==> src/rtl/drvr_bs_endpnt_if.sv <==
// Bus-side and local-side signal bundle for one driver endpoint of the parallel bus.
// The endpoint uses the slave modport; the arbiter/local logic (or a bench) uses master.
interface drvr_bs_endpnt_if #(
    parameter int bits = 32
);
    // Handshake semantics: FIFO faces, not valid/ready pairs. A data output
    // (D_pop, rx_data) is meaningful only while its FIFO is non-empty
    // (pndng=1, rx_empty=0). A strobe (tx_push, pop, push, rx_pop) acts on
    // each rising edge where it is high. The endpoint never backpressures
    // the bus, so a push into a full RX FIFO is dropped and counted.
    logic            tx_push;
    logic [bits-1:0] tx_data;
    logic            tx_full;
    logic            pndng;
    logic            pop;
    logic [bits-1:0] D_pop;
    logic            push;
    logic [bits-1:0] D_push;
    logic            rx_pop;
    logic [bits-1:0] rx_data;
    logic            rx_empty;
    logic            tx_ovf;
    logic [15:0]     rx_drop_cnt;

    modport master (
        output tx_push, tx_data, pop, push, D_push, rx_pop,
        input  tx_full, pndng, D_pop, rx_data, rx_empty, tx_ovf, rx_drop_cnt
    );

    modport slave (
        input  tx_push, tx_data, pop, push, D_push, rx_pop,
        output tx_full, pndng, D_pop, rx_data, rx_empty, tx_ovf, rx_drop_cnt
    );
endinterface

==> src/rtl/drvr_bs_endpnt.sv <==
// Driver-side bus endpoint: TX FIFO drained by the arbiter, RX FIFO filled by it.
// Optional destination filter on the RX side: define DRVR_BS_ADDR_FILTER_EN.

// First-word-fall-through circular FIFO; head reads as 0 while empty.
module drvr_bs_endpnt_fifo #(
    parameter int bits  = 32,
    parameter int depth = 16
) (
    input  logic            clk,
    input  logic            reset,
    input  logic            wr,
    input  logic [bits-1:0] wr_data,
    input  logic            rd,
    output logic [bits-1:0] rd_data,
    output logic            full,
    output logic            empty,
    output logic            drop
);
    localparam int aw = $clog2(depth);
    localparam logic [aw:0] full_cnt = (aw+1)'(depth);

    logic [bits-1:0] mem [depth];
    logic [aw-1:0]   rd_ptr;
    logic [aw-1:0]   wr_ptr;
    logic [aw:0]     count;
    logic            do_rd;
    logic            do_wr;

    // A pop frees a slot in the same edge, so a full FIFO still takes a write
    // when popped; a pop on an empty FIFO never happens, even alongside a write.
    always_comb begin
        do_rd = rd && (count != '0);
        do_wr = wr && ((count != full_cnt) || do_rd);
        drop  = wr && !do_wr;
    end

    assign full    = (count == full_cnt);
    assign empty   = (count == '0);
    assign rd_data = empty ? '0 : mem[rd_ptr];

    always_ff @(posedge clk) begin
        if (reset) begin
            rd_ptr <= '0;
            wr_ptr <= '0;
            count  <= '0;
        end else begin
            if (do_wr) begin
                mem[wr_ptr] <= wr_data;
                wr_ptr      <= wr_ptr + aw'(1);
            end
            if (do_rd) begin
                rd_ptr <= rd_ptr + aw'(1);
            end
            count <= count + (aw+1)'(do_wr) - (aw+1)'(do_rd);
        end
    end

    a_count_bound: assert property (@(posedge clk) disable iff (reset) count <= full_cnt);
endmodule

module drvr_bs_endpnt #(
    parameter int         bits      = 32,
    parameter int         depth     = 16,
    parameter int         drvr_id   = 0,
    parameter logic [7:0] broadcast = {8{1'b1}}
) (
    input logic                clk,
    input logic                reset,
    drvr_bs_endpnt_if.slave    bus
);
`ifdef DRVR_BS_ADDR_FILTER_EN
    localparam bit filter_en = 1'b1;
`else
    localparam bit filter_en = 1'b0;
`endif
    localparam logic [7:0] my_id = 8'(drvr_id);

    logic            tx_empty;
    logic            tx_full;
    logic            tx_drop;
    logic [bits-1:0] tx_head;
    logic            rx_empty;
    logic            rx_full;
    logic            rx_drop;
    logic [bits-1:0] rx_head;
    logic [7:0]      dest;
    logic            addr_ok;
    logic            rx_wr;
    logic            rx_drop_evt;
    logic            tx_ovf;
    logic [15:0]     rx_drop_cnt;

    // With the filter compiled out every delivery is addressed to us.
    assign dest        = bus.D_push[bits-1 -: 8];
    assign addr_ok     = !filter_en || (dest == my_id) || (dest == broadcast);
    assign rx_wr       = bus.push && addr_ok;
    assign rx_drop_evt = (bus.push && !addr_ok) || rx_drop;

    drvr_bs_endpnt_fifo #(.bits(bits), .depth(depth)) u_tx_fifo (
        .clk     (clk),
        .reset   (reset),
        .wr      (bus.tx_push),
        .wr_data (bus.tx_data),
        .rd      (bus.pop),
        .rd_data (tx_head),
        .full    (tx_full),
        .empty   (tx_empty),
        .drop    (tx_drop)
    );

    drvr_bs_endpnt_fifo #(.bits(bits), .depth(depth)) u_rx_fifo (
        .clk     (clk),
        .reset   (reset),
        .wr      (rx_wr),
        .wr_data (bus.D_push),
        .rd      (bus.rx_pop),
        .rd_data (rx_head),
        .full    (rx_full),
        .empty   (rx_empty),
        .drop    (rx_drop)
    );

    always_ff @(posedge clk) begin
        if (reset) begin
            tx_ovf      <= 1'b0;
            rx_drop_cnt <= '0;
        end else begin
            if (tx_drop) begin
                tx_ovf <= 1'b1;
            end
            if (rx_drop_evt && (rx_drop_cnt != 16'hFFFF)) begin
                rx_drop_cnt <= rx_drop_cnt + 16'd1;
            end
        end
    end

    assign bus.tx_full     = tx_full;
    assign bus.pndng       = !tx_empty;
    assign bus.D_pop       = tx_head;
    assign bus.rx_data     = rx_head;
    assign bus.rx_empty    = rx_empty;
    assign bus.tx_ovf      = tx_ovf;
    assign bus.rx_drop_cnt = rx_drop_cnt;

    a_rx_full_seen: assert property (@(posedge clk) disable iff (reset)
        rx_drop |-> rx_full);
endmodule

==> src/flat_wrapper.sv <==
// flat-port wrapper written by rule: the top's interface ports become plain ports
module drvr_bs_endpnt_flat 
#(
    parameter int         bits      = 32,
    parameter int         depth     = 16,
    parameter int         drvr_id   = 0,
    parameter logic [7:0] broadcast = {8{1'b1}}
)
  (clk, reset, bus_tx_push, bus_tx_data, bus_pop, bus_push, bus_D_push, bus_rx_pop, bus_tx_full, bus_pndng, bus_D_pop, bus_rx_data, bus_rx_empty, bus_tx_ovf, bus_rx_drop_cnt);
  drvr_bs_endpnt_if #(.bits(bits)) bus_i ();
  input logic clk;
  input logic reset;
  input wire logic [$bits(bus_i.tx_push)-1:0] bus_tx_push;
  input wire logic [$bits(bus_i.tx_data)-1:0] bus_tx_data;
  input wire logic [$bits(bus_i.pop)-1:0] bus_pop;
  input wire logic [$bits(bus_i.push)-1:0] bus_push;
  input wire logic [$bits(bus_i.D_push)-1:0] bus_D_push;
  input wire logic [$bits(bus_i.rx_pop)-1:0] bus_rx_pop;
  output wire logic [$bits(bus_i.tx_full)-1:0] bus_tx_full;
  output wire logic [$bits(bus_i.pndng)-1:0] bus_pndng;
  output wire logic [$bits(bus_i.D_pop)-1:0] bus_D_pop;
  output wire logic [$bits(bus_i.rx_data)-1:0] bus_rx_data;
  output wire logic [$bits(bus_i.rx_empty)-1:0] bus_rx_empty;
  output wire logic [$bits(bus_i.tx_ovf)-1:0] bus_tx_ovf;
  output wire logic [$bits(bus_i.rx_drop_cnt)-1:0] bus_rx_drop_cnt;
  assign bus_i.tx_push = bus_tx_push;
  assign bus_i.tx_data = bus_tx_data;
  assign bus_i.pop = bus_pop;
  assign bus_i.push = bus_push;
  assign bus_i.D_push = bus_D_push;
  assign bus_i.rx_pop = bus_rx_pop;
  assign bus_tx_full = bus_i.tx_full;
  assign bus_pndng = bus_i.pndng;
  assign bus_D_pop = bus_i.D_pop;
  assign bus_rx_data = bus_i.rx_data;
  assign bus_rx_empty = bus_i.rx_empty;
  assign bus_tx_ovf = bus_i.tx_ovf;
  assign bus_rx_drop_cnt = bus_i.rx_drop_cnt;
  drvr_bs_endpnt #(.bits(bits), .depth(depth), .drvr_id(drvr_id), .broadcast(broadcast)) u_core (.clk(clk), .reset(reset), .bus(bus_i));
endmodule
==> config.mk <==
export PLATFORM = sky130hd
export DESIGN_NAME = drvr_bs_endpnt_flat
export DESIGN_NICKNAME = d
export VERILOG_FILES = /design/src/rtl/drvr_bs_endpnt_if.sv /design/src/rtl/drvr_bs_endpnt.sv /design/src/flat_wrapper.sv
export SDC_FILE = /design/constraint.sdc
export NUM_CORES = 1
export LEC_CHECK = 0
export BUFFER_PORTS_ARGS = -buffer_cell sky130_fd_sc_hd__buf_2
export CAP_MARGIN = 20
export CORE_MARGIN = 8
export CORE_UTILIZATION = 60
export CTS_CLUSTER_DIAMETER = 100
export DETAILED_ROUTE_END_ITERATION = 6
export GPL_TIMING_DRIVEN = 0
export PLACE_DENSITY_LB_ADDON = 0.12
export SYNTH_ARGS = -nofsm -noshare
export SYNTH_HDL_FRONTEND = slang
export SYNTH_SLANG_ARGS = --single-unit
export TNS_END_PERCENT = 1
==> constraint.sdc <==
create_clock -name clk -period 11.9 [get_ports clk]
set_clock_uncertainty 0.05 [all_clocks]
set_input_delay 0.595 -clock clk [delete_from_list [all_inputs] [get_ports clk]]
set_output_delay 0.595 -clock clk [all_outputs]
set_load 0.03 [all_outputs]
==> results.txt <==
CTS max path bufs: 3
min-delay src: bus_tx_push
sequential-to-total area share from yosys stat: 76.8%
Synth Area in Adders: 0.762%
DIE WIDTH: 279 um
commonest non-fill, non-tap cell in the layout: edfxtp_1
clk sinks: 1075
post-route setup slack: 7.47 ns
crit start category: flip-flop
initial core utilization: 60.4%
Site Rows: 96
Synth area leader: edfxtp_1
transition time of the tightest slew-check pin: 1.04 ns
Worst setup startpoint: u_core.u_tx_fifo.count[3]
Vias: 19793
clock-pin slew on the worst setup and hold paths: 0.06 ns
CP Capture Type: output port
main combinational cell family by area after synthesis: multiplexers
initial antenna violation count: 11
Warnings, synthesis: 0
post-synth top area share: 74.3%
Synth Area in Simple Gates: 2.02%
Residual DRC: 0
grt met3 use: 4.51%
synthesized flop and latch total: 1075
top cells by area, synth: edfxtp_1 (74%), mux4_2 (14%), mux2i_1 (3.2%)
RSZ-0062 raised after global routing: false
Mapped Nets: 1988
Async SR Flop Fraction: 0%
Setup CP Type: reg2out
hold_buf cts: 0
Pleak: 14.9 nW
Top Ports: 154
CP delay by family, top: buffers and inverters
Data arrival, critical path: 3.78 ns
period utilization: 37.2%
# resized after CTS: 0
largest net degree at the start of global routing: 24
RR Startpoint: u_core.u_rx_fifo.count[2]
max cap viols: 0
DIE AREA: 0.0776 mm^2
EDFF count, synth: 1024
Synth Instances: 1894
Worst Path Buf+Inv: 4
Worst path depth: 8
Req. time, crit path: 11.26 ns
Routed Antenna Nets: 0
Fin Setup TNS: 0 ns
Synth Flop Type: edfxtp_1
Post-Synth XOR/XNOR Area: 0.339%
GR Overflow Total: 0
Cell Pwr Density: 204 mW/mm^2
layout cells sized above 1: 30.0%
mux cell area share after synthesis: 17.3%
DR WL/cell: 28.1 um
Num CTS Buffers: 104
Global Route Usage Sum: 23.0%
end of the critical path: bus_D_pop[5]
Port Buffers: 152
H-tree level count: 3
gpl congestion: 0.761
GRT busiest layer: met2
Hold Path Class: in2reg
DP HPWL: 57100 um
GR Util met1: 29.4%
final hold vios: 0
fmax: 226 MHz
R2R setup slack: 8.57 ns
Synth-to-Final Area Change: 15.4%
Mapped Avg Cell Area: 21.8 um^2
Max rail drop VDD: 179 uV
# Post-CTS Setup Buffers: 0
Slew Viols, Final: 0
DP Worst Slack: 8.28 ns
Worst path max stage delay: 0.67 ns
vias in the first global route: 21060
most frequent cells in the layout: edfxtp_1 (1024), mux4_2 (256), buf_2 (180), mux2i_1 (131), clkbuf_16 (106)
Initial DRC Count: 1882
r2r endpoint: u_core.u_rx_fifo.count[4]
Finish-stage setup viols: 0
root buf cell: clkbuf_16
Cell Area, Synth: 0.0414 mm^2
via/cell ratio: 6.24
critical-path cell list: inv_1 -> ha_1 -> or4b_2 -> clkbuf_1 -> nand2_1 -> buf_1 -> o22ai_1 -> buf_2
first-pass GRT wire length: 133000 um
Final min period: 4.43 ns
outcome: complete, no violations
GR Util met2: 40.3%
chip height: 279 um
CP max-delay cell: buf_1
Worst Path Max Fanout: 10
synth unique cells: 50
Placeable Area: 0.0685 mm^2
Pre-Repair DR Iteration Count: 5
Layout Nets: 2290
clock latency on the worst-skew pair: 0.64 ns
post-synthesis compound-gate area fraction: 1.57%
drt total wl: 89100 um
CTS tree: done
Worst R2R Path Depth: 15
Max-slew headroom: 30.5%
==> metrics by stage <==
stage	utilization [%]	cells	cell area [um^2]	hold WS [ns]	power, mW
floorplan	-	1894	41400	0.413	5.85
global placement	63.1	2928	43200	0.437	6.48
detailed placement	64.6	2972	44200	0.460	6.53
CTS	69.7	3167	47700	0.203	9.83
global route	69.7	3169	47700	0.232	10.1
finish	69.7	3172	47700	0.252	9.74
==> layout make-up <==
type	instances	area (um^2)
Fill cell	4199	20700
Inverter	26	97.6
Tap cell	882	1100
Multi-Input combinational cell	699	9340
Antenna cell	5	12.5
Clock buffer	132	2800
Buffer	94	388
Timing Repair Buffer	196	1540
Clock inverter	63	678
Sequential cell	1075	31800
==> report_power, final <==
part           leakage [nW]  total [mW]  switching, mW  internal [mW]
clock                  1.70        3.32           1.35           1.97
combinational          3.59        2.18           1.30          0.881
sequential             9.64        4.25         0.0344           4.21
==> layer usage <==
metal  part of all wire (%)  vias up  routed length [um]
met2                     52      645               46600
met1                     39    10410               34500
met4                    2.9       12                2540
met5                  0.083        -                  74
li1                       -     8558                   -
met3                    6.0      168                5380
==> kinds of logic (layout without fill, tap and decap cells) <==
group	count (synthesis)	in the layout
AO/OA/AOI/OAI	101	101
AND/OR/NAND/NOR	163	163
flip-flops	1075	1075
adder cells (fa/ha/maj)	24	24
multiplexers	395	395
other	0	5
buffers and inverters	120	511
XOR/XNOR	16	16
==> tightest hold or removal path, stage by stage <==
cell,delay [ns]
buf_2,0.14
a31oi_1,0.10
nor2_1,0.07
==> worst min-delay path by stage <==
stage	endpoint	slack [ns]	cells after the start
finish	u_core.bus.tx_ovf	0.25	3
global route	u_core.bus.tx_ovf	0.23	3
CTS	u_core.bus.tx_ovf	0.20	3
detailed placement	flip-flop	0.46	2
global placement	u_core.u_rx_fifo.rd_ptr[1]	0.44	2
floorplan	flip-flop	0.41	2
==> flip-flops by register name, summed over array words and instances, names as in the netlist, named ones only <==
signal,count
u_core.u_tx_fifo.count,5
u_core.u_rx_fifo.mem,512
u_core.u_tx_fifo.mem,512
u_core.bus.tx_ovf,1
u_core.u_tx_fifo.rd_ptr,4
u_core.u_rx_fifo.rd_ptr,4
u_core.u_rx_fifo.count,5
u_core.u_rx_fifo.wr_ptr,4
u_core.u_tx_fifo.wr_ptr,4
u_core.bus.rx_drop_cnt,16
==> Yosys cell counts (2+ instances only) <==
cell type  number
and3_1          4
clkbuf_1       45
nor2_1         60
or4b_2          2
and4_1          3
o21bai_1        2
buf_1          21
nor3b_1         4
o22ai_1        64
inv_1          26
nand3b_1        2
a31oi_1         3
ha_1           22
fa_1            2
mux2_2          8
xnor2_1         5
nand2_1        23
xor2_1         11
nand2b_1        8
mux2i_1       131
o211ai_1        3
nor3_1         11
buf_2          28
a21oi_1        12
nand3_1        17
edfxtp_1     1024
nor2b_1        15
dfxtp_1        51
a21o_1          2
o21ai_0         2
mux4_2        256
or2_2           2
a211oi_1        8
Note: power is estimated with default switching activity, not from simulation.
